### src/rtl/instr_fetch_pkg.sv
// Shared encodings and constants for the instruction fetch controller.
package instr_fetch_pkg;

    typedef enum logic [1:0] {
        ST_IDLE = 2'b00,
        ST_LOAD = 2'b01,
        ST_RUN  = 2'b10,
        ST_HALT = 2'b11
    } fetch_state_t;

    localparam int          WORD_BYTES = 4;
    localparam logic [31:0] ALIGN_MASK = 32'hFFFF_FFFC;

endpackage

### src/rtl/instr_fetch_ctrl_if.sv
// Loader, instruction-memory and decode-side signals of the fetch controller.
interface instr_fetch_ctrl_if;
    logic        start_i;
    logic        ld_valid_i;
    logic [31:0] ld_data_i;
    logic        ld_last_i;
    logic        ld_ready_o;
    logic [31:0] mem_addr_o;
    logic        mem_we_o;
    logic [31:0] mem_wdata_o;
    logic [31:0] mem_rdata_i;
    logic        stall_i;
    logic        redirect_i;
    logic [31:0] redirect_addr_i;
    logic [31:0] instr_o;
    logic [31:0] pc_o;
    logic        instr_valid_o;
    logic [1:0]  state_o;

    modport master (
        input  start_i, ld_valid_i, ld_data_i, ld_last_i, mem_rdata_i,
               stall_i, redirect_i, redirect_addr_i,
        output ld_ready_o, mem_addr_o, mem_we_o, mem_wdata_o,
               instr_o, pc_o, instr_valid_o, state_o
    );

    modport slave (
        output start_i, ld_valid_i, ld_data_i, ld_last_i, mem_rdata_i,
               stall_i, redirect_i, redirect_addr_i,
        input  ld_ready_o, mem_addr_o, mem_we_o, mem_wdata_o,
               instr_o, pc_o, instr_valid_o, state_o
    );
endinterface

### src/rtl/imem_load_seq.sv
// Boot-loader write path: word pointer plus ready/we/addr/wdata generation.
module imem_load_seq
    import instr_fetch_pkg::*;
#(
    parameter int MEM_WORDS = 32
) (
    input  logic        clk_i,
    input  logic        rst_i,
    input  logic        enable,
    input  logic        ld_valid,
    input  logic        ld_last,
    input  logic [31:0] ld_data,
    output logic        ld_ready,
    output logic        ld_we,
    output logic        ld_done,
    output logic [31:0] ld_addr,
    output logic [31:0] ld_wdata
);

    localparam int PTR_W = (MEM_WORDS > 1) ? $clog2(MEM_WORDS) : 1;

    logic [PTR_W-1:0] ld_ptr;

    assign ld_ready = enable;
    assign ld_we    = ld_valid & enable;
    assign ld_done  = ld_we & ld_last;
    assign ld_addr  = 32'(ld_ptr) * WORD_BYTES;
    assign ld_wdata = ld_data;

    // Pointer wraps at the memory depth; the final word rewinds it for the next load.
    always_ff @(posedge clk_i) begin
        if (!rst_i) begin
            ld_ptr <= '0;
        end else if (ld_we) begin
            if (ld_last || (ld_ptr == PTR_W'(MEM_WORDS - 1)))
                ld_ptr <= '0;
            else
                ld_ptr <= ld_ptr + 1'b1;
        end
    end

endmodule

### src/rtl/instr_fetch_ctrl.sv
// Instruction fetch controller: PC sequencing, fetch register and loader port sharing.
// Optional build macro HALT_ON_ZERO_EN: a fetched zero word ends the program.
//
//   state   | meaning
//   --------+----------------------------------------------
//   IDLE    | port owned by loader, waiting for words/start
//   LOAD    | mid-program load, start ignored
//   RUN     | fetching one word per cycle from pc
//   HALT    | fetch ran off the end, waiting for start
module instr_fetch_ctrl
    import instr_fetch_pkg::*;
#(
    parameter int          MEM_WORDS = 32,
    parameter logic [31:0] RESET_PC  = 32'h0
) (
    input  logic               clk_i,
    input  logic               rst_i,
    instr_fetch_ctrl_if.master bus
);

    localparam logic [31:0] PC_LIMIT = 32'(MEM_WORDS * WORD_BYTES);

    fetch_state_t state, state_nx;
    logic [31:0]  pc, pc_nx;
    logic [31:0]  instr_q, instr_nx;
    logic [31:0]  pc_q, pc_q_nx;
    logic         valid_q, valid_nx;

    logic         ld_enable, ld_we, ld_done, ld_ready;
    logic [31:0]  ld_addr, ld_wdata;

    assign ld_enable = (state == ST_IDLE) || (state == ST_LOAD);

    imem_load_seq #(.MEM_WORDS(MEM_WORDS)) u_load (
        .clk_i    (clk_i),
        .rst_i    (rst_i),
        .enable   (ld_enable),
        .ld_valid (bus.ld_valid_i),
        .ld_last  (bus.ld_last_i),
        .ld_data  (bus.ld_data_i),
        .ld_ready (ld_ready),
        .ld_we    (ld_we),
        .ld_done  (ld_done),
        .ld_addr  (ld_addr),
        .ld_wdata (ld_wdata)
    );

    always_ff @(posedge clk_i) begin
        if (!rst_i) begin
            state   <= ST_IDLE;
            pc      <= RESET_PC;
            instr_q <= '0;
            pc_q    <= '0;
            valid_q <= 1'b0;
        end else begin
            state   <= state_nx;
            pc      <= pc_nx;
            instr_q <= instr_nx;
            pc_q    <= pc_q_nx;
            valid_q <= valid_nx;
        end
    end

    always_comb begin
        state_nx = state;
        pc_nx    = pc;
        instr_nx = instr_q;
        pc_q_nx  = pc_q;
        valid_nx = valid_q;
        unique case (state)
            ST_IDLE: begin
                if (ld_we) begin
                    if (!bus.ld_last_i) state_nx = ST_LOAD;
                end else if (bus.start_i) begin
                    state_nx = ST_RUN;
                    pc_nx    = RESET_PC;
                end
            end
            ST_LOAD: begin
                if (ld_done) state_nx = ST_IDLE;
            end
            ST_RUN: begin
                // Redirect beats both the bounds check and back-pressure.
                if (bus.redirect_i) begin
                    pc_nx    = bus.redirect_addr_i & ALIGN_MASK;
                    valid_nx = 1'b0;
                end else if (pc >= PC_LIMIT) begin
                    state_nx = ST_HALT;
                    valid_nx = 1'b0;
                end else if (bus.stall_i) begin
                    valid_nx = valid_q;
`ifdef HALT_ON_ZERO_EN
                end else if (bus.mem_rdata_i == 32'h0) begin
                    state_nx = ST_HALT;
                    valid_nx = 1'b0;
`endif
                end else begin
                    instr_nx = bus.mem_rdata_i;
                    pc_q_nx  = pc;
                    valid_nx = 1'b1;
                    pc_nx    = pc + 32'(WORD_BYTES);
                end
            end
            ST_HALT: begin
                valid_nx = 1'b0;
                if (bus.start_i) begin
                    state_nx = ST_RUN;
                    pc_nx    = RESET_PC;
                end
            end
            default: state_nx = ST_IDLE;
        endcase
    end

    assign bus.ld_ready_o    = ld_ready;
    assign bus.mem_we_o      = ld_we;
    assign bus.mem_addr_o    = ld_we ? ld_addr : pc;
    assign bus.mem_wdata_o   = ld_wdata;
    assign bus.instr_o       = instr_q;
    assign bus.pc_o          = pc_q;
    assign bus.instr_valid_o = valid_q;
    assign bus.state_o       = state;

endmodule

### src/flat_wrapper.sv
// flat-port wrapper written by rule: the top's interface ports become plain ports
module instr_fetch_ctrl_flat import instr_fetch_pkg::*;
#(
    parameter int          MEM_WORDS = 32,
    parameter logic [31:0] RESET_PC  = 32'h0
)
  (clk_i, rst_i, bus_start_i, bus_ld_valid_i, bus_ld_data_i, bus_ld_last_i, bus_mem_rdata_i, bus_stall_i, bus_redirect_i, bus_redirect_addr_i, bus_ld_ready_o, bus_mem_addr_o, bus_mem_we_o, bus_mem_wdata_o, bus_instr_o, bus_pc_o, bus_instr_valid_o, bus_state_o);
  instr_fetch_ctrl_if bus_i ();
  input  logic clk_i;
  input  logic rst_i;
  input wire logic [$bits(bus_i.start_i)-1:0] bus_start_i;
  input wire logic [$bits(bus_i.ld_valid_i)-1:0] bus_ld_valid_i;
  input wire logic [$bits(bus_i.ld_data_i)-1:0] bus_ld_data_i;
  input wire logic [$bits(bus_i.ld_last_i)-1:0] bus_ld_last_i;
  input wire logic [$bits(bus_i.mem_rdata_i)-1:0] bus_mem_rdata_i;
  input wire logic [$bits(bus_i.stall_i)-1:0] bus_stall_i;
  input wire logic [$bits(bus_i.redirect_i)-1:0] bus_redirect_i;
  input wire logic [$bits(bus_i.redirect_addr_i)-1:0] bus_redirect_addr_i;
  output wire logic [$bits(bus_i.ld_ready_o)-1:0] bus_ld_ready_o;
  output wire logic [$bits(bus_i.mem_addr_o)-1:0] bus_mem_addr_o;
  output wire logic [$bits(bus_i.mem_we_o)-1:0] bus_mem_we_o;
  output wire logic [$bits(bus_i.mem_wdata_o)-1:0] bus_mem_wdata_o;
  output wire logic [$bits(bus_i.instr_o)-1:0] bus_instr_o;
  output wire logic [$bits(bus_i.pc_o)-1:0] bus_pc_o;
  output wire logic [$bits(bus_i.instr_valid_o)-1:0] bus_instr_valid_o;
  output wire logic [$bits(bus_i.state_o)-1:0] bus_state_o;
  assign bus_i.start_i = bus_start_i;
  assign bus_i.ld_valid_i = bus_ld_valid_i;
  assign bus_i.ld_data_i = bus_ld_data_i;
  assign bus_i.ld_last_i = bus_ld_last_i;
  assign bus_i.mem_rdata_i = bus_mem_rdata_i;
  assign bus_i.stall_i = bus_stall_i;
  assign bus_i.redirect_i = bus_redirect_i;
  assign bus_i.redirect_addr_i = bus_redirect_addr_i;
  assign bus_ld_ready_o = bus_i.ld_ready_o;
  assign bus_mem_addr_o = bus_i.mem_addr_o;
  assign bus_mem_we_o = bus_i.mem_we_o;
  assign bus_mem_wdata_o = bus_i.mem_wdata_o;
  assign bus_instr_o = bus_i.instr_o;
  assign bus_pc_o = bus_i.pc_o;
  assign bus_instr_valid_o = bus_i.instr_valid_o;
  assign bus_state_o = bus_i.state_o;
  instr_fetch_ctrl #(.MEM_WORDS(MEM_WORDS), .RESET_PC(RESET_PC)) u_core (.clk_i(clk_i), .rst_i(rst_i), .bus(bus_i));
endmodule
### config.mk
export PLATFORM = sky130hd
export DESIGN_NAME = instr_fetch_ctrl_flat
export DESIGN_NICKNAME = d
export VERILOG_FILES = /design/src/rtl/instr_fetch_pkg.sv /design/src/rtl/instr_fetch_ctrl_if.sv /design/src/rtl/imem_load_seq.sv /design/src/rtl/instr_fetch_ctrl.sv /design/src/flat_wrapper.sv
export SDC_FILE = /design/constraint.sdc
export NUM_CORES = 1
export LEC_CHECK = 0
export BUFFER_PORTS_ARGS = -buffer_cell sky130_fd_sc_hd__buf_2
export CAP_MARGIN = 5
export CORE_UTILIZATION = 39
export CTS_CLUSTER_SIZE = 28
export DETAILED_ROUTE_END_ITERATION = 7
export PLACE_DENSITY = 0.75
export SYNTH_ARGS = -nofsm -noshare
export SYNTH_HDL_FRONTEND = slang
export SYNTH_SLANG_ARGS = --single-unit
### constraint.sdc
create_clock -name clk_i -period 2.75 [get_ports clk_i]
set_clock_uncertainty 0.2 [all_clocks]
set_input_delay 0.275 -clock clk_i [delete_from_list [all_inputs] [get_ports clk_i]]
set_output_delay 0.275 -clock clk_i [all_outputs]
set_load 0.01 [all_outputs]
* Word-level counts from Yosys, hierarchy flattened
Index checks and enable logic that the tools add are counted. Widths: inputs -> output; s select.
Operators by class: mux-type cells 19, $add $sub $neg 2, reductions and logical operators 9, bitwise logic cells 5, $lt $le $gt $ge 1, eq/ne operators 12
Operator list (number):
- $mux 32 | 6
- $pmux 32 s3 | 1
- $add 32x3->32 const B | 1
- $ge 32x8->1 const B | 1
- $mux 2 | 6
- $reduce_and 4->1 | 3
- $ne 3x3->1 const B | 3
- $pmux 2 s4 | 1
- $add 5x1->5 const B | 1
- $eq 5x5->1 const B | 1
- $mux 5 | 1
- $eq 2x2->1 const B | 2
- $ne 2x1->1 const B | 2
- $ne 2x2->1 const B | 2
- $ne 4x3->1 const B | 1
- $mux 1 | 3
- $not 1->1 | 3
- $reduce_bool 3->1 | 1
- $and 1x1->1 | 2
- $eq 2x1->1 const B | 1
- $logic_not 2->1 | 1
- $logic_or 1x1->1 | 2
- $pmux 1 s2 | 1
- $reduce_and 2->1 | 1
- $reduce_bool 2->1 | 1
Storage, ports and cells: output and inout bits 133, logic and storage cells 54, input bits 103, register bits 104

* Depth between registers and ports, before layout
Gate-level depths: netlist of the first run.
depth in word-level cells 6, depth in mapped cells 8, mapped depth without buffers 6

* Modules after synthesis
From an unflattened synthesis of the first run, not the netlist that was laid out.
Unflattened totals: cell total of the unflattened synthesis 530, area total of the unflattened synthesis 4630.7 sq um
By module, submodules not included:
- instr_fetch_ctrl | instances 1, area each 3913.8 sq um, cells each 442
- imem_load_seq | instances 1, area each 716.9 sq um, cells each 88

* Worst setup path before layout of the first run
OpenSTA, ideal clock, no wires.
kind flip-flop to output port, from register u_core.state[1] (netlist: u_core.bus.state_o[1]), to output port bus_mem_addr_o[12], path slack 0.783 ns, required time 2.275 ns, arrival 1.492 ns, stages on the path, launching flop included 7, cells stage by stage dfxtp_1 buf_2 inv_1 nand2_1 clkbuf_1 clkbuf_1 and2_1
On the way: longest elaborated chain between the ends 4, elaborated cells between the ends (all ways) 5, those cells by class 1 x eq/ne; 1 x mux; 1 x bitwise; 2 x reduce/logical
RTL lines:
- from (decl) | line instr_fetch_ctrl.sv:23 | fetch_state_t state, state_nx;
- from (signal assigned) | line instr_fetch_ctrl.sv:56 | state <= state_nx;
- $eq 2x1->1 / $logic_not 2->1 (equally long branches) | line instr_fetch_ctrl.sv:32 | assign ld_enable = (state == ST_IDLE) || (state == ST_LOAD);
- $logic_or 1x1->1 (*) | line instr_fetch_ctrl.sv:32
- via bus_ld_ready_o | line flat_wrapper.sv:19 | output wire logic [$bits(bus_i.ld_ready_o)-1:0] bus_ld_ready_o;
- $and 1x1->1 (*) | line imem_load_seq.sv:25 | assign ld_we = ld_valid & enable;
- $mux 32 (*) | line instr_fetch_ctrl.sv:117 | assign bus.mem_addr_o = ld_we ? ld_addr : pc;
- to (decl) | line flat_wrapper.sv:20 | output wire logic [$bits(bus_i.mem_addr_o)-1:0] bus_mem_addr_o;
The timed path passes the listed nets; every way through them passes the cells marked *.

* Final worst setup path of the first run
from register u_core.state[1] (netlist: u_core.bus.state_o[1]), to output port bus_mem_addr_o[7]
On the way: longest elaborated chain between the ends 4, elaborated cells between the ends (all ways) 5, those cells by class 1 x eq/ne; 1 x mux; 1 x bitwise; 2 x reduce/logical
RTL lines (line):
- $eq 2x1->1 / $logic_not 2->1 (equally long branches) | instr_fetch_ctrl.sv:32
- $logic_or 1x1->1 (*) | instr_fetch_ctrl.sv:32
- $and 1x1->1 (*) | imem_load_seq.sv:25
- $mux 32 (*) | instr_fetch_ctrl.sv:117
Every way passes the cells marked *; elsewhere a longest branch is shown, timed or not.

==> results of run 1 <==
[report_power, final]
part	internal, uW	total [uW]	switching, uW	leakage [uW]
sequential	1470	1500	32.4	0.000808
combinational	170	356	186	0.00173
clock	330	829	499	0.0000864
[final cells by class]
type,count,share of cell area
flip-flops and latches,100,0.354
multi-input cells,329,0.330
well taps,136,0.0301
inverters,6,0.00398
clock buffers,10,0.0226
clock inverters,6,0.00707
repair buffers,226,0.252
[worst min-delay path, cell delays in order]
cell     delay, ns
buf_2         0.08
a22oi_1       0.06
nor2_1        0.09
[flip-flops by register name (all words and copies together), names as in the netlist]
name / count
u_core.bus.pc_o: 30
u_core.u_load.ld_ptr: 5
u_core.pc: 30
u_core.bus.state_o: 2
u_core.bus.instr_o: 32
u_core.bus.instr_valid_o: 1
[metal layers]
metal	wire (um)	vias to the layer above	track usage
met3	978	53	0.0547
met1	4900	1968	0.240
met4	520	0	0.140
li1	-	2036	-
met2	5800	210	0.347
met5	0	-	0
[how the worst max path moves through the flow]
| stage | start | end | slack, ns | cells after the start |
|---|---|---|---|---|
| 3_3_place_gp | u_core.bus.state_o[1]$_SDFFE_PN0P_ | u_core.bus.instr_o[4]$_SDFFE_PN0P_ | 0.48 | 6 |
| 4_1_cts | u_core.bus.state_o[1]$_SDFFE_PN0P_ | bus_mem_addr_o[30] | 0.15 | 5 |
| 3_5_place_dp | u_core.bus.state_o[1]$_SDFFE_PN0P_ | u_core.bus.instr_o[13]$_SDFFE_PN0P_ | 0.40 | 6 |
| 5_1_grt | u_core.bus.state_o[1]$_SDFFE_PN0P_ | bus_mem_addr_o[30] | 0.16 | 5 |
| 2_1_floorplan | u_core.bus.state_o[1]$_SDFFE_PN0P_ | bus_mem_addr_o[12] | 0.78 | 6 |
| 6_report | u_core.bus.state_o[1]$_SDFFE_PN0P_ | bus_mem_addr_o[7] | 0.38 | 5 |
[metrics by stage]
stage	power [uW]	cells	worst slack (ns)	cell area [um2]	hold WS, ns
detailed placement	1830	745	0.400	4970	0.241
floorplan	1760	504	0.783	4310	0.201
global route	2830	813	0.164	5660	0.00683
finish	2690	813	0.377	5660	-0.0161
CTS	2720	813	0.153	5660	0.000598
global placement	1820	745	0.480	4970	0.235
[cell usage after synthesis, types with 3 or more instances]
| cell | n |
|---|---|
| inv_1 | 5 |
| a211oi_1 | 3 |
| buf_4 | 37 |
| nor4_1 | 6 |
| a32o_1 | 10 |
| nand2_1 | 84 |
| nand3_1 | 6 |
| and3_1 | 29 |
| dfxtp_1 | 100 |
| nand4_1 | 6 |
| nor2_1 | 25 |
| nor3_1 | 7 |
| and2_1 | 26 |
| o21ai_1 | 3 |
| a21oi_1 | 53 |
| a22oi_1 | 11 |
| ha_1 | 4 |
| buf_2 | 7 |
| a31oi_1 | 6 |
| o21ai_0 | 11 |
| clkbuf_1 | 22 |
| mux2_2 | 6 |
[kinds of logic after synthesis]
logic type | share of synthesized area
AOI/OAI and AO/OA | 0.161
buffers and inverters | 0.103
and+or+nand+nor | 0.233
muxes | 0.0204
other | 0.000872
DFF | 0.466
xor gates and xnor gates | 0.00408
adders and majority gates | 0.0116
[repair_timing]
action	CTS	global route
endpoints found under the setup margin	0	19
hold buffers	52	0
endpoints found under the hold margin	52	0
gates resized for setup	0	1
==> summary.md, run 1 <==
| Metric | Value |
|---|---|
| Total wire length | 12200 um |
| Core Util, Final | 0.539 |
| Clock sink count | 100 |
| Top delay family on crit path | buffers and inverters |
| Starting DRC count in detailed routing | 345 |
| Ports | 236 |
| Gr usage total | 0.210 |
| Reg-to-reg startpoint | u_core.bus.state_o[1]$_SDFFE_PN0P_ |
| Setup TNS | 0 ns |
| Ys async rst share | 0 |
| Max capacitance violation total | 0 |
| Largest net degree at the start of global routing | 63 |
| CP Capture Type | output port |
| Unrepaired setup endpoints after global routing | false |
| Arrival time at the worst endpoint | 1.90 ns |
| CTS Buf Count | 9 |
| Worst relative slew slack | 0.378 |
| Initial antenna violation count | 0 |
| Worst Hold Depth | 3 |
| Least-Margin Pin Slew | 0.927 ns |
| Yosys warnings | 0 |
| Number of synthesized register bits | 100 |
| PD cells | 475 mW/mm2 |
| GPL Wtd Cong | 0.799 |
| GRT overflow | 0 |
| Synth area leaders | dfxtp_1 (47%), nand2_1 (7.3%), buf_4 (6.5%) |
| Vias in the first global route | 4117 |
| Num rows | 37 |
| Reg area | 0.00200 mm2 |
| Commonest non-fill, non-tap cell in the layout | buf_2 |
| Routed Antenna Nets | 0 |
| Final net count | 779 |
| DIE AREA | 0.0114 mm2 |
| Wire length per cell | 15.0 um |
| Area of the multi-input gates | 0.00187 mm2 |
| DR DRC count | 0 |
| CP required | 2.28 ns |
| Peak VDD IR | 0.231 mV |
| Layout cells sized above 1 | 0.300 |
| Diodes inserted | 0 |
| Cell count after synthesis | 501 |
| Reg2reg end | u_core.bus.instr_o[13]$_SDFFE_PN0P_ |
| Sequential share of the synthesized area | 0.466 |
| Vias/cell | 5.25 |
| Reg2reg path depth | 6 |
| CP max-delay cell | dfxtp_2 |
| Latest clock arrival within the worst-skew pair | 0.35 ns |
| Area Growth Syn to Fin | 31.6% |
| Netlist cell types | 50 |
| H-Tree Depth | 3 |
| CP max FO | 26 |
| Final hold violations | 1 |
| TritonRoute pass-1 iters | 7 |
| First-pass GRT wire length | 19000 um |
| HPWL after DPL | 7980 um |
| # port buffers | 165 |
| Main synth FF type | dfxtp_1 |
| Core Footprint | 0.0105 mm2 |
| Worst path cell trace | inv_1, nand2_1, buf_4, and2_1, buf_2 |
| Outcome | finished, violations left |
| Clk buf depth | 2 |
| Fmax | 421 MHz |
| Worst setup SP type | flop |
| Initial core utilization | 0.409 |
| Clk root buf | clkbuf_8 |
| Largest area contributor in the netlist | dfxtp_1 |
| Endpoints failing setup | 0 |
| Hold crit path type | input pin to flop |
| CP max stage delay | 0.48 ns |
| DIE WIDTH | 107 um |
| Hold Path End | u_core.pc[23]$_SDFFE_PN0P_ |
| Reg-to-reg setup timing slack | 0.53 ns |
| Hold Crit Start | bus_redirect_addr_i[23] |
| Synthesized area | 0.00430 mm2 |
| Minimum clock period | 2.37 ns |
| Via Count | 4267 |
| Synthesized area per cell | 8.58 um2 |
| Static leakage | 0.00262 uW |
| Violated checks | hold timing |
| Die Ht | 107 um |
| Max-slew violation count | 0 |
| FILL cells | 947 |
| CTS tree | built |
| Fin crit share | 0.863 |
| Most frequent cells in the layout | buf_2 (165), dfxtp_1 (99), nand2_1 (84) |
| Post-CTS setup repair buffer count | 0 |
| Number of synthesized flops with an enable pin | 0 |
| Crit Path Category | flop to output port |
| Reg clk slew, reported paths | 0.09 ns |
| Hold WS | -0.0161 ns |
| Top cell type's share of synthesized area | 0.466 |
| Buf/Inv on CP | 3 |
(Power assumes the default switching activity.)
==> inputs of run 2 (changes only) <==
PLACE_DENSITY = default   (was 0.75)
PLACE_DENSITY_LB_ADDON = 0.3   (was default)
clock period = 2.2 ns   (was 2.75 ns; I/O delays follow)
==> summary.md, run 2 (synthesized netlist as in run 1, its figures left out) <==
| Metric | Value |
|---|---|
| Vias/cell | 5.12 |
| Final hold violations | 0 |
| Worst setup SP type | flop |
| Max-slew violation count | 0 |
| Reg area | 0.00200 mm2 |
| Clk buf depth | 2 |
| Clock sink count | 100 |
| Arrival time at the worst endpoint | 2.21 ns |
| TritonRoute pass-1 iters | 6 |
| GPL Wtd Cong | 0.820 |
| Initial core utilization | 0.409 |
| Gate power share | 0.136 |
| DIE WIDTH | 107 um |
| Via Count | 4237 |
| Clk root buf | clkbuf_8 |
| Peak VDD IR | 0.352 mV |
| Most frequent cells in the layout | buf_2 (165), dfxtp_1 (100), nand2_1 (83) |
| Vias in the first global route | 4046 |
| Setup TNS | 0 ns |
| CP Capture Type | flop |
| Minimum clock period | 2.12 ns |
| # port buffers | 165 |
| Max capacitance violation total | 0 |
| Clock power share | 0.334 |
| Pre-CTS setup slack | 0.128 ns |
| Crit Path Category | flop to flop |
| Area Growth Syn to Fin | 35.9% |
| Largest register FFs | 32 |
| Final net count | 793 |
| GRT overflow | 0 |
| Fmax | 472 MHz |
| Reg clk slew, reported paths | 0.10 ns |
| Num rows | 37 |
| Wire length per cell | 15.2 um |
| Latest clock arrival within the worst-skew pair | 0.37 ns |
| DP Area | 0.00504 mm2 |
| Hold crit path type | input pin to flop |
| NetSw | 934 uW |
| Largest net degree at the start of global routing | 63 |
| Sequential Power Share | 0.530 |
| Static leakage | 0.00270 uW |
| Min setup slack post-route | 0.0811 ns |
| Area of the multi-input gates | 0.00189 mm2 |
| CP required | 2.30 ns |
| FILL cells | 986 |
| DR DRC count | 0 |
| Ports | 236 |
| Final instance area | 0.00584 mm2 |
| First-pass GRT wire length | 19200 um |
| Fin crit share | 0.963 |
| Initial antenna violation count | 0 |
| H-Tree Depth | 3 |
| HPWL after DPL | 8150 um |
| Hold WS | 0.0330 ns |
| PD cells | 606 mW/mm2 |
| CTS Buf Count | 9 |
| CTS tree | built |
| Total wire length | 12600 um |
| Core Footprint | 0.0105 mm2 |
| P_int | 2600 uW |
| Gr usage total | 0.214 |
| Commonest non-fill, non-tap cell in the layout | buf_2 |
| DIE AREA | 0.0114 mm2 |
| Die Ht | 107 um |
| Starting DRC count in detailed routing | 210 |
| Outcome | finished, final reports clean |
| CP max FO | 38 |
| Endpoints failing setup | 0 |
| Routed Antenna Nets | 0 |
| Switch share | 0.264 |
| Layout cells sized above 1 | 0.307 |
| Unrepaired setup endpoints after global routing | false |
| Post-CTS setup repair buffer count | 0 |
[run 2: cell types whose count changed in the layout (fill, tap and decap cells not counted), moves of 2 or more]
cell           delta
buf_4             +6
dlygate4sd3_1     +6
clkinv_2          -3
clkinvlp_4        +2
nor4_1            -2
nor4_2            +2
[run 2: power groups by stage]
stage	Sequential, uW	Combinational, uW	Clock, uW
2_1_floorplan	1910	281	0
3_3_place_gp	1910	379	0
3_5_place_dp	1920	389	0
4_1_cts	1880	470	1220
5_1_grt	1880	520	1290
6_report	1880	480	1180
[run 2: worst paths after layout]
check	startpoint	endpoint	slack [ns]	cells after the start
worst max-delay path	u_core.bus.state_o[1]$_SDFFE_PN0P_	u_core.bus.instr_o[18]$_SDFFE_PN0P_	0.08	6
worst min-delay path	bus_redirect_addr_i[7]	u_core.pc[7]$_SDFFE_PN0P_	0.03	4
worst max register to register	u_core.bus.state_o[1]$_SDFFE_PN0P_	u_core.bus.instr_o[18]$_SDFFE_PN0P_	0.08	6
worst min register to register	u_core.bus.instr_o[8]$_SDFFE_PN0P_	u_core.bus.instr_o[8]$_SDFFE_PN0P_	0.25	2
[run 2: cell type report]
type | instances | area share
inverter | 6 | 0.00386
timing repair buffer | 240 | 0.268
multi-input combinational | 329 | 0.323
clock buffer | 11 | 0.0225
sequential | 100 | 0.343
clock inverter | 5 | 0.0105
antenna | 1 | 0.000428
tap | 136 | 0.0291
[run 2: routing by layer]
| metal | track usage | share of wire | vias up |
|---|---|---|---|
| li1 | - | - | 2069 |
| met1 | 0.244 | 0.42 | 1954 |
| met2 | 0.371 | 0.48 | 180 |
| met3 | 0.0505 | 0.070 | 34 |
| met4 | 0.109 | 0.026 | 0 |
| met5 | 0 | 0 | - |
[run 2: worst max-delay path, stage by stage, from the launching register on]
cell     delay, ns
dfxtp_1       0.49
or3b_4        0.46
nor2_1        0.19
and3_1        0.23
buf_12        0.21
nand2_1       0.08
a21oi_1       0.18
[run 2: what timing repair did]
action / 4_1_cts / 5_1_grt
hold buffers: 58 / 0
hold endpoints to repair: 58 / 0
setup endpoints to repair: 31 / 28
resized for setup: 2 / 3
[run 2: through the flow]
step,utilization,std cells,power [uW]
floorplan,-,504,2190
global placement,0.480,753,2290
detailed placement,0.480,753,2310
CTS,0.554,827,3560
global route,0.556,827,3690
finish,0.556,828,3540
